$ cat config.mk
export PLATFORM = sky130hd
export DESIGN_NAME = cache_miss_handler
export DESIGN_NICKNAME = d
export VERILOG_FILES = /design/src/rtl/cache_miss_handler.sv
export SDC_FILE = /design/constraint.sdc
export NUM_CORES = 1
export LEC_CHECK = 0
export ABC_AREA = 1
export BUFFER_PORTS_ARGS = -buffer_cell sky130_fd_sc_hd__buf_2
export CAP_MARGIN = 30
export CORE_ASPECT_RATIO = 0.75
export CORE_MARGIN = 3
export CORE_UTILIZATION = 50
export CTS_BUF_LIST = sky130_fd_sc_hd__clkbuf_4 sky130_fd_sc_hd__clkbuf_8
export CTS_CLUSTER_SIZE = 14
export DETAILED_ROUTE_END_ITERATION = 8
export HOLD_SLACK_MARGIN = 0.05
export PLACE_DENSITY = 0.94
export SETUP_SLACK_MARGIN = 0.2
export SYNTH_ARGS = -nofsm -noshare
export SYNTH_HDL_FRONTEND = slang
export SYNTH_SLANG_ARGS = --single-unit
$ cat constraint.sdc
create_clock -name clk -period 2.85 [get_ports clk]
set_clock_uncertainty 0.15 [all_clocks]
set_input_delay 0.285 -clock clk [delete_from_list [all_inputs] [get_ports clk]]
set_output_delay 0.285 -clock clk [all_outputs]
set_load 0.01 [all_outputs]
$ cat src/rtl/cache_miss_handler.sv
// Miss/write-through engine for the two-way data cache: services load misses and stores, drives the memory handshake and the cache fill port.
// Optional load-miss counter is enabled by defining MISS_COUNTER_EN; otherwise miss_count is tied to zero.
module cache_miss_handler #(
  parameter int DATA_WIDTH     = 32,
  parameter int ADDR_WIDTH     = 32,
  parameter int SET_WIDTH      = 3,
  parameter int TIMEOUT_CYCLES = 255
) (
  input  logic                  clk,
  input  logic                  rst_n,
  input  logic                  cpu_req_valid,
  input  logic                  cpu_we,
  input  logic [ADDR_WIDTH-1:0] cpu_addr,
  input  logic [DATA_WIDTH-1:0] cpu_wdata,
  input  logic                  cache_hit,
  output logic                  stall,
  output logic                  mem_req_valid,
  input  logic                  mem_req_ready,
  output logic                  mem_we,
  output logic [ADDR_WIDTH-1:0] mem_addr,
  output logic [DATA_WIDTH-1:0] mem_wdata,
  input  logic                  mem_rsp_valid,
  input  logic [DATA_WIDTH-1:0] mem_rsp_data,
  output logic                  fill_en,
  output logic                  fill_overwrite,
  output logic [ADDR_WIDTH-1:0] fill_addr,
  output logic [DATA_WIDTH-1:0] fill_data,
  output logic                  error,
  output logic [31:0]           miss_count
);

  typedef enum logic [2:0] {
    IDLE,
    READ_REQ,
    WAIT_RSP,
    FILL,
    WRITE_REQ,
    ERROR
  } state_e;

  // A zero timeout still needs a legal one-bit timer; the compare is masked off instead.
  localparam int TIMER_W = (TIMEOUT_CYCLES > 0) ? $clog2(TIMEOUT_CYCLES + 1) : 1;
  localparam logic [TIMER_W-1:0] TIMER_MAX = TIMER_W'(TIMEOUT_CYCLES);

  state_e                state_q;
  logic [ADDR_WIDTH-1:0] addr_q;
  logic [DATA_WIDTH-1:0] wdata_q;
  logic                  hit_q;
  logic [TIMER_W-1:0]    timer_q;
  logic [TIMER_W-1:0]    timer_d;
  logic                  mem_req_valid_q;
  logic                  mem_we_q;
  logic                  fill_en_q;
  logic                  fill_overwrite_q;
  logic [DATA_WIDTH-1:0] fill_data_q;
  logic                  error_q;
  logic [ADDR_WIDTH-1:0] cpu_addr_word;
  logic                  timeout_now;
  logic [1:0]            unused_byte_offset;
  logic [SET_WIDTH-1:0]  unused_set_index;

  assign cpu_addr_word      = {cpu_addr[ADDR_WIDTH-1:2], 2'b00};
  assign timer_d            = timer_q + TIMER_W'(1);
  assign timeout_now        = (TIMEOUT_CYCLES != 0) && (timer_q == TIMER_MAX);
  assign unused_byte_offset = cpu_addr[1:0];
  assign unused_set_index   = addr_q[SET_WIDTH+1:2];

`ifdef MISS_COUNTER_EN
  logic [31:0] miss_count_q;
  logic [31:0] miss_count_d;
  assign miss_count_d = (miss_count_q == 32'hFFFF_FFFF) ? miss_count_q : miss_count_q + 32'd1;
  assign miss_count   = miss_count_q;
`else
  assign miss_count = 32'd0;
`endif

  always_ff @(posedge clk) begin
    if (!rst_n) begin
      state_q          <= IDLE;
      addr_q           <= '0;
      wdata_q          <= '0;
      hit_q            <= 1'b0;
      timer_q          <= '0;
      mem_req_valid_q  <= 1'b0;
      mem_we_q         <= 1'b0;
      fill_en_q        <= 1'b0;
      fill_overwrite_q <= 1'b0;
      fill_data_q      <= '0;
      error_q          <= 1'b0;
`ifdef MISS_COUNTER_EN
      miss_count_q     <= '0;
`endif
    end else begin
      fill_en_q <= 1'b0;
      case (state_q)
        IDLE: begin
          if (cpu_req_valid && cpu_we) begin
            addr_q          <= cpu_addr_word;
            wdata_q         <= cpu_wdata;
            hit_q           <= cache_hit;
            mem_req_valid_q <= 1'b1;
            mem_we_q        <= 1'b1;
            state_q         <= WRITE_REQ;
          end else if (cpu_req_valid && !cache_hit) begin
            addr_q          <= cpu_addr_word;
            mem_req_valid_q <= 1'b1;
            mem_we_q        <= 1'b0;
            state_q         <= READ_REQ;
`ifdef MISS_COUNTER_EN
            miss_count_q    <= miss_count_d;
`endif
          end
        end
        READ_REQ: begin
          if (mem_req_ready) begin
            mem_req_valid_q <= 1'b0;
            timer_q         <= '0;
            state_q         <= WAIT_RSP;
          end
        end
        // A response arriving in the timeout cycle still completes the refill.
        WAIT_RSP: begin
          if (mem_rsp_valid) begin
            fill_data_q      <= mem_rsp_data;
            fill_en_q        <= 1'b1;
            fill_overwrite_q <= 1'b0;
            state_q          <= FILL;
          end else if (timeout_now) begin
            error_q <= 1'b1;
            state_q <= ERROR;
          end else begin
            timer_q <= timer_d;
          end
        end
        FILL: begin
          fill_overwrite_q <= 1'b0;
          state_q          <= IDLE;
        end
        WRITE_REQ: begin
          if (mem_req_ready) begin
            mem_req_valid_q <= 1'b0;
            mem_we_q        <= 1'b0;
            if (hit_q) begin
              fill_data_q      <= wdata_q;
              fill_en_q        <= 1'b1;
              fill_overwrite_q <= 1'b1;
              state_q          <= FILL;
            end else begin
              state_q <= IDLE;
            end
          end
        end
        ERROR: begin
          error_q <= 1'b1;
        end
        default: begin
          state_q <= IDLE;
        end
      endcase
    end
  end

  // Stall must rise in the very cycle a miss or store is presented, so it is not registered.
  assign stall = (state_q != IDLE) || (cpu_req_valid && (cpu_we || !cache_hit));

  assign mem_req_valid  = mem_req_valid_q;
  assign mem_we         = mem_we_q;
  assign mem_addr       = addr_q;
  assign mem_wdata      = wdata_q;
  assign fill_en        = fill_en_q;
  assign fill_overwrite = fill_overwrite_q;
  assign fill_addr      = addr_q;
  assign fill_data      = fill_data_q;
  assign error          = error_q;

endmodule

Word level (Yosys, flattened, before mapping)
Index checks and enable logic that the tools add are counted.

Register bits: 113. Input bits: 103.

Bitwise operators: 1. Add/subtract/negate cells: 1. Multiplexer cells: 36. Reductions and logical operators: 25. Eq/ne operators: 16.

Operators with widths (count): $mux 32 (5); $pmux 32 s2 (1); $mux 8 (3); $mux 3 (6); $pmux 8 s2 (1); $pmux 3 s5 (1); $ne 2x2->1 const B (7); $mux 1 (13); $reduce_and 4->1 (3); $reduce_bool 2->1 (6); $reduce_and 3->1 (3); $add 8x1->8 const B (1); $eq 8x8->1 const B (1); $pmux 1 s2 (4); $eq 3x2->1 const B (2); $eq 3x3->1 const B (2); $ne 3x3->1 const B (2); $reduce_bool 3->1 (2); $reduce_and 5->1 (1); $reduce_and 2->1 (2); $eq 3x1->1 const B (1); $logic_and 1x1->1 (3); $logic_not 3->1 (1); $pmux 1 s3 (1); other kinds (6) (7).

Longest topological paths before layout
Depth after elaboration: 5. Mapped depth: 10. Depth with buffers taken out: 10.

Worst setup path before layout
Ideal clock, no wire load.

Path kind: reg2reg. Start point: register timer_q[0]. End point: register timer_q[1]. Setup time: 0.116 ns. Period minus slack after synthesis: 1.494 ns. Cell stages (with the launch flop): 11. Setup slack: 1.356 ns. Arrival: 1.228 ns. Required time: 2.584 ns. Cell sequence: dfxtp_1 -> ha_1 -> nand2_1 -> nor2_1 -> nand2_1 -> nand2_2 -> nand2_2 -> nand2_4 -> nand2_1 -> o21ai_0 -> nor2_1.

Longest elaborated chain between the ends: 4.

RTL lines: from (decl) (RTL line 49) `logic [TIMER_W-1:0] timer_q;`; from (signal assigned) (RTL line 132) `timer_q <= timer_d;`; $add 8x1->8 (RTL line 63) `assign timer_d = timer_q + TIMER_W'(1);`; $mux 8 (RTL line 128) `end else if (timeout_now) begin`; $mux 8 (RTL line 123) `if (mem_rsp_valid) begin`; $pmux 8 s2 (RTL line 95) `case (state_q)`.

Several ways; a longest one is shown, not always the timed one. The select of a mux whose other input is x is not followed. A chain may end at the register's enable or synchronous reset.

Worst setup path after layout
Start point: register state_q[1]. End point: register wdata_q[17], in the netlist mem_wdata[17].

Longest elaborated chain between the ends: 2.

RTL lines: from (decl) (RTL line 45) `state_e state_q;`; from (signal assigned) (RTL line 79) `state_q <= IDLE;`; from (signal assigned) (RTL line 103) `state_q <= WRITE_REQ;`; from (signal assigned) (RTL line 108) `state_q <= READ_REQ;`; $logic_not 3->1 (RTL line 95); $reduce_and 2->1 (no source line); to (signal assigned) (RTL line 99) `wdata_q <= cpu_wdata;`; to (decl) (RTL line 47) `logic [DATA_WIDTH-1:0] wdata_q;`.

Every way passes these cells.

==> results.cfg <==
[setup_path]
timing.rr.start = state_q[1]
crit_path_cell_trace = nor2_4 > nand3_2 > buf_12 > o21ai_0 > a21oi_1
rrSetupSlack_ns = 0.77
worstSetupPathType = flop to flop
critPathMaxStageDelay_ns = 0.53
worstSetupStartpointType = flop
crit_start = state_q[1]
rr_endpoint = mem_wdata[17]
slowest_stage = nand3_2
arrival_ns = 2.19
cp_max_fo = 34
ff2ff_path_depth = 5
critPathCaptureType = flop
crit_required_ns = 2.96

[routing]
wl_um = 15900
drt_iter0_markers = 353
route.detailed.drc = 0
final_antenna_net_count = 0
vias = 5404
post_drt_wl_per_cell_um = 14.7
dr.pass1.iters = 5
vias_per_cell = 4.99

[cells_and_area]
fin_util = 0.678
drive_above_1_share = 0.287
layout.cells.non_filler = 1083
design_area_sq_um = 6680
num-nets-final = 1050
n_antenna_cell = 0
area_delta_synth_final_pct = 29.8

[global_routing]
grtUsageMet3 = 0.0945
grt_util_met1 = 0.305
first_global_vias = 4943
grt-ovfl-total = 0
antenna_found_initial = 0
grt_start_max_net_pins = 66
grt_use_total = 0.261
grt_pass1_wl_um = 23900
grt_use_met2 = 0.445
grt_busiest_layer = met2

[clocking]
cts_tree = done
clkLatencyLatePin_ns = 0.37
cts.sinks = 111
path_clk_slew_ns = 0.10
cts_resized = 0
cts_max_level = 3
cts_buffers = 9
clock_path_buffers = 2
cts_root_buffer = clkbuf_8

[outcome]
status = completed

[synth]
synth_compound_area_frac = 0.180
synth_top_family_by_area = simple AND/OR/NAND/NOR gates
synth_xor_area_frac = 0
yosys_warnings = 0
synth_cell_types = 28
ys_seq_elements = 111
yosysSeqAreaShare = 0.432
syn_area_per_cell_sq_um = 7.23
synthCells = 711
synth-simple-area-share = 0.205
syn-cell-area_sq_um = 5140
synth-adder-area-share = 0.00243
yosys-mux-area-fraction = 0

[run]
cap_viol_max_count = 0

[placement]
hpwl_um = 10200
dp_cells = 1011
port_buffers = 230
dpl-instance-area_sq_um = 5940
gp_congestion = 0.898

[power]
p_leak_nw = 3.43
ir_worst_vdd_v = 0.000426
p_total_mw = 4.81
powerDensity_nw_per_um2 = 721

[sta]
max_freq_mhz = 481
drv_slew = 0
setup_tns_ns = 0
finalHoldViolCount = 0
rsz0062_at_grt = false
tightest_slew_ns = 0.729
slew_headroom = 0.514
period_minus_slack_ns = 2.08
setup_viol = 0
period_share = 0.729

[die]
io_pins = 269
rows = 31
die_y_um = 93.8
die_area_sq_um = 11500
placeableCoreArea_sq_um = 9850
die_x_um = 123
start_util = 0.522

[worst_hold_path]
holdPathStages = 3
hp-class = input pin to flop
holdPathEnd = fill_addr[30]
hold_start = cpu_addr[30]
==> cell usage in the layout, fill, tap and decap left out, types with 2 or more instances in the layout <==
cell / instances
dfxtp_1: 111
o21bai_1: 2
nand3_1: 17
nand4_1: 2
nand2_2: 5
buf_4: 5
buf_2: 230
o21ai_1: 11
a21oi_1: 49
inv_2: 7
clkbuf_4: 2
clkinv_2: 2
clkbuf_8: 9
nand3_2: 3
clkinvlp_4: 2
conb_1: 36
dlygate4sd3_1: 56
nand2_1: 76
nor2_1: 144
inv_1: 50
nor2_2: 2
o21ai_0: 120
nor2_4: 2
==> cells by family after synthesis <==
group                      count (synthesis)
buffers and inverters                    160
adders and majority gates                  1
DFF                                      111
and+or+nand+nor                          255
other                                      1
AOI/OAI and AO/OA                        183
==> what timing repair did <==
item / in CTS / in global routing
setup buffers: 0 / 0
hold buffers: 54 / 2
hold endpoints to repair: 54 / 2
==> where the power goes <==
| group | switching [mW] | internal [mW] | total (mW) | leakage [nW] |
|---|---|---|---|---|
| Clock | 0.530 | 0.339 | 0.869 | 0.0866 |
| Combinational | 1.19 | 0.679 | 1.87 | 2.43 |
| Sequential | 0.217 | 1.86 | 2.08 | 0.908 |
==> critical path: cells and delay by family, from the launching register on <==
family	cells	cell delay (ns)
simple gates	2	0.72
flops	1	0.39
buf+inv	1	0.39
compound gates	2	0.29
==> cell usage after synthesis, drive strengths merged <==
cell type	number	area, sq um
a211oi	1	7.51
a21oi	49	245
buf	87	646
clkbuf	16	63.8
conb	1	3.75
dfxtp	111	2220
ha	1	12.5
inv	57	214
nand2	82	328
nand3	21	128
nand3b	1	7.51
nand4	2	12.5
nor2	148	576
nor3	1	5.00
o21ai	131	656
o21bai	2	15.0
==> metrics by stage <==
stage,worst slack (ns),hold WS (ns)
3_3_place_gp,0.869,0.293
5_1_grt,0.601,0.0628
2_1_floorplan,1.36,0.230
3_5_place_dp,0.830,0.296
4_1_cts,0.826,0.0514
6_report,0.773,0.0649
==> registers in the layout, indices dropped and copies added, names as in the netlist <==
register / flops
fill_data: 32
mem_wdata: 32
fill_addr: 30
timer_q: 8
state_q: 3
error: 1
fill_en: 1
fill_overwrite: 1
hit_q: 1
mem_req_valid: 1
mem_we: 1
==> layer usage <==
metal  wire length (um)  vias to the layer above
met5                  0                        -
met4                301                        0
met3               1860                       29
met2               7680                      314
met1               6100                     2425
li1                   -                     2636
==> cell type report <==
type,count,area [sq um]
Tap cell,132,165
Sequential cell,111,2220
Clock inverter,5,33.8
Inverter,57,214
Fill cell,789,3180
Timing Repair Buffer,292,1770
Clock buffer,11,139
Multi-Input combinational cell,475,2130
==> worst max-delay path by stage <==
stage,to,slack [ns],cells after the start
after detailed placement,mem_wdata[12],0.83,5
after global routing,mem_wdata[17],0.60,5
final,mem_wdata[17],0.77,5
after global placement,state_q[2],0.87,6
after CTS,state_q[2],0.83,6
after floorplan,timer_q[1],1.36,10
No activity file was read; power rests on OpenSTA's default activity.
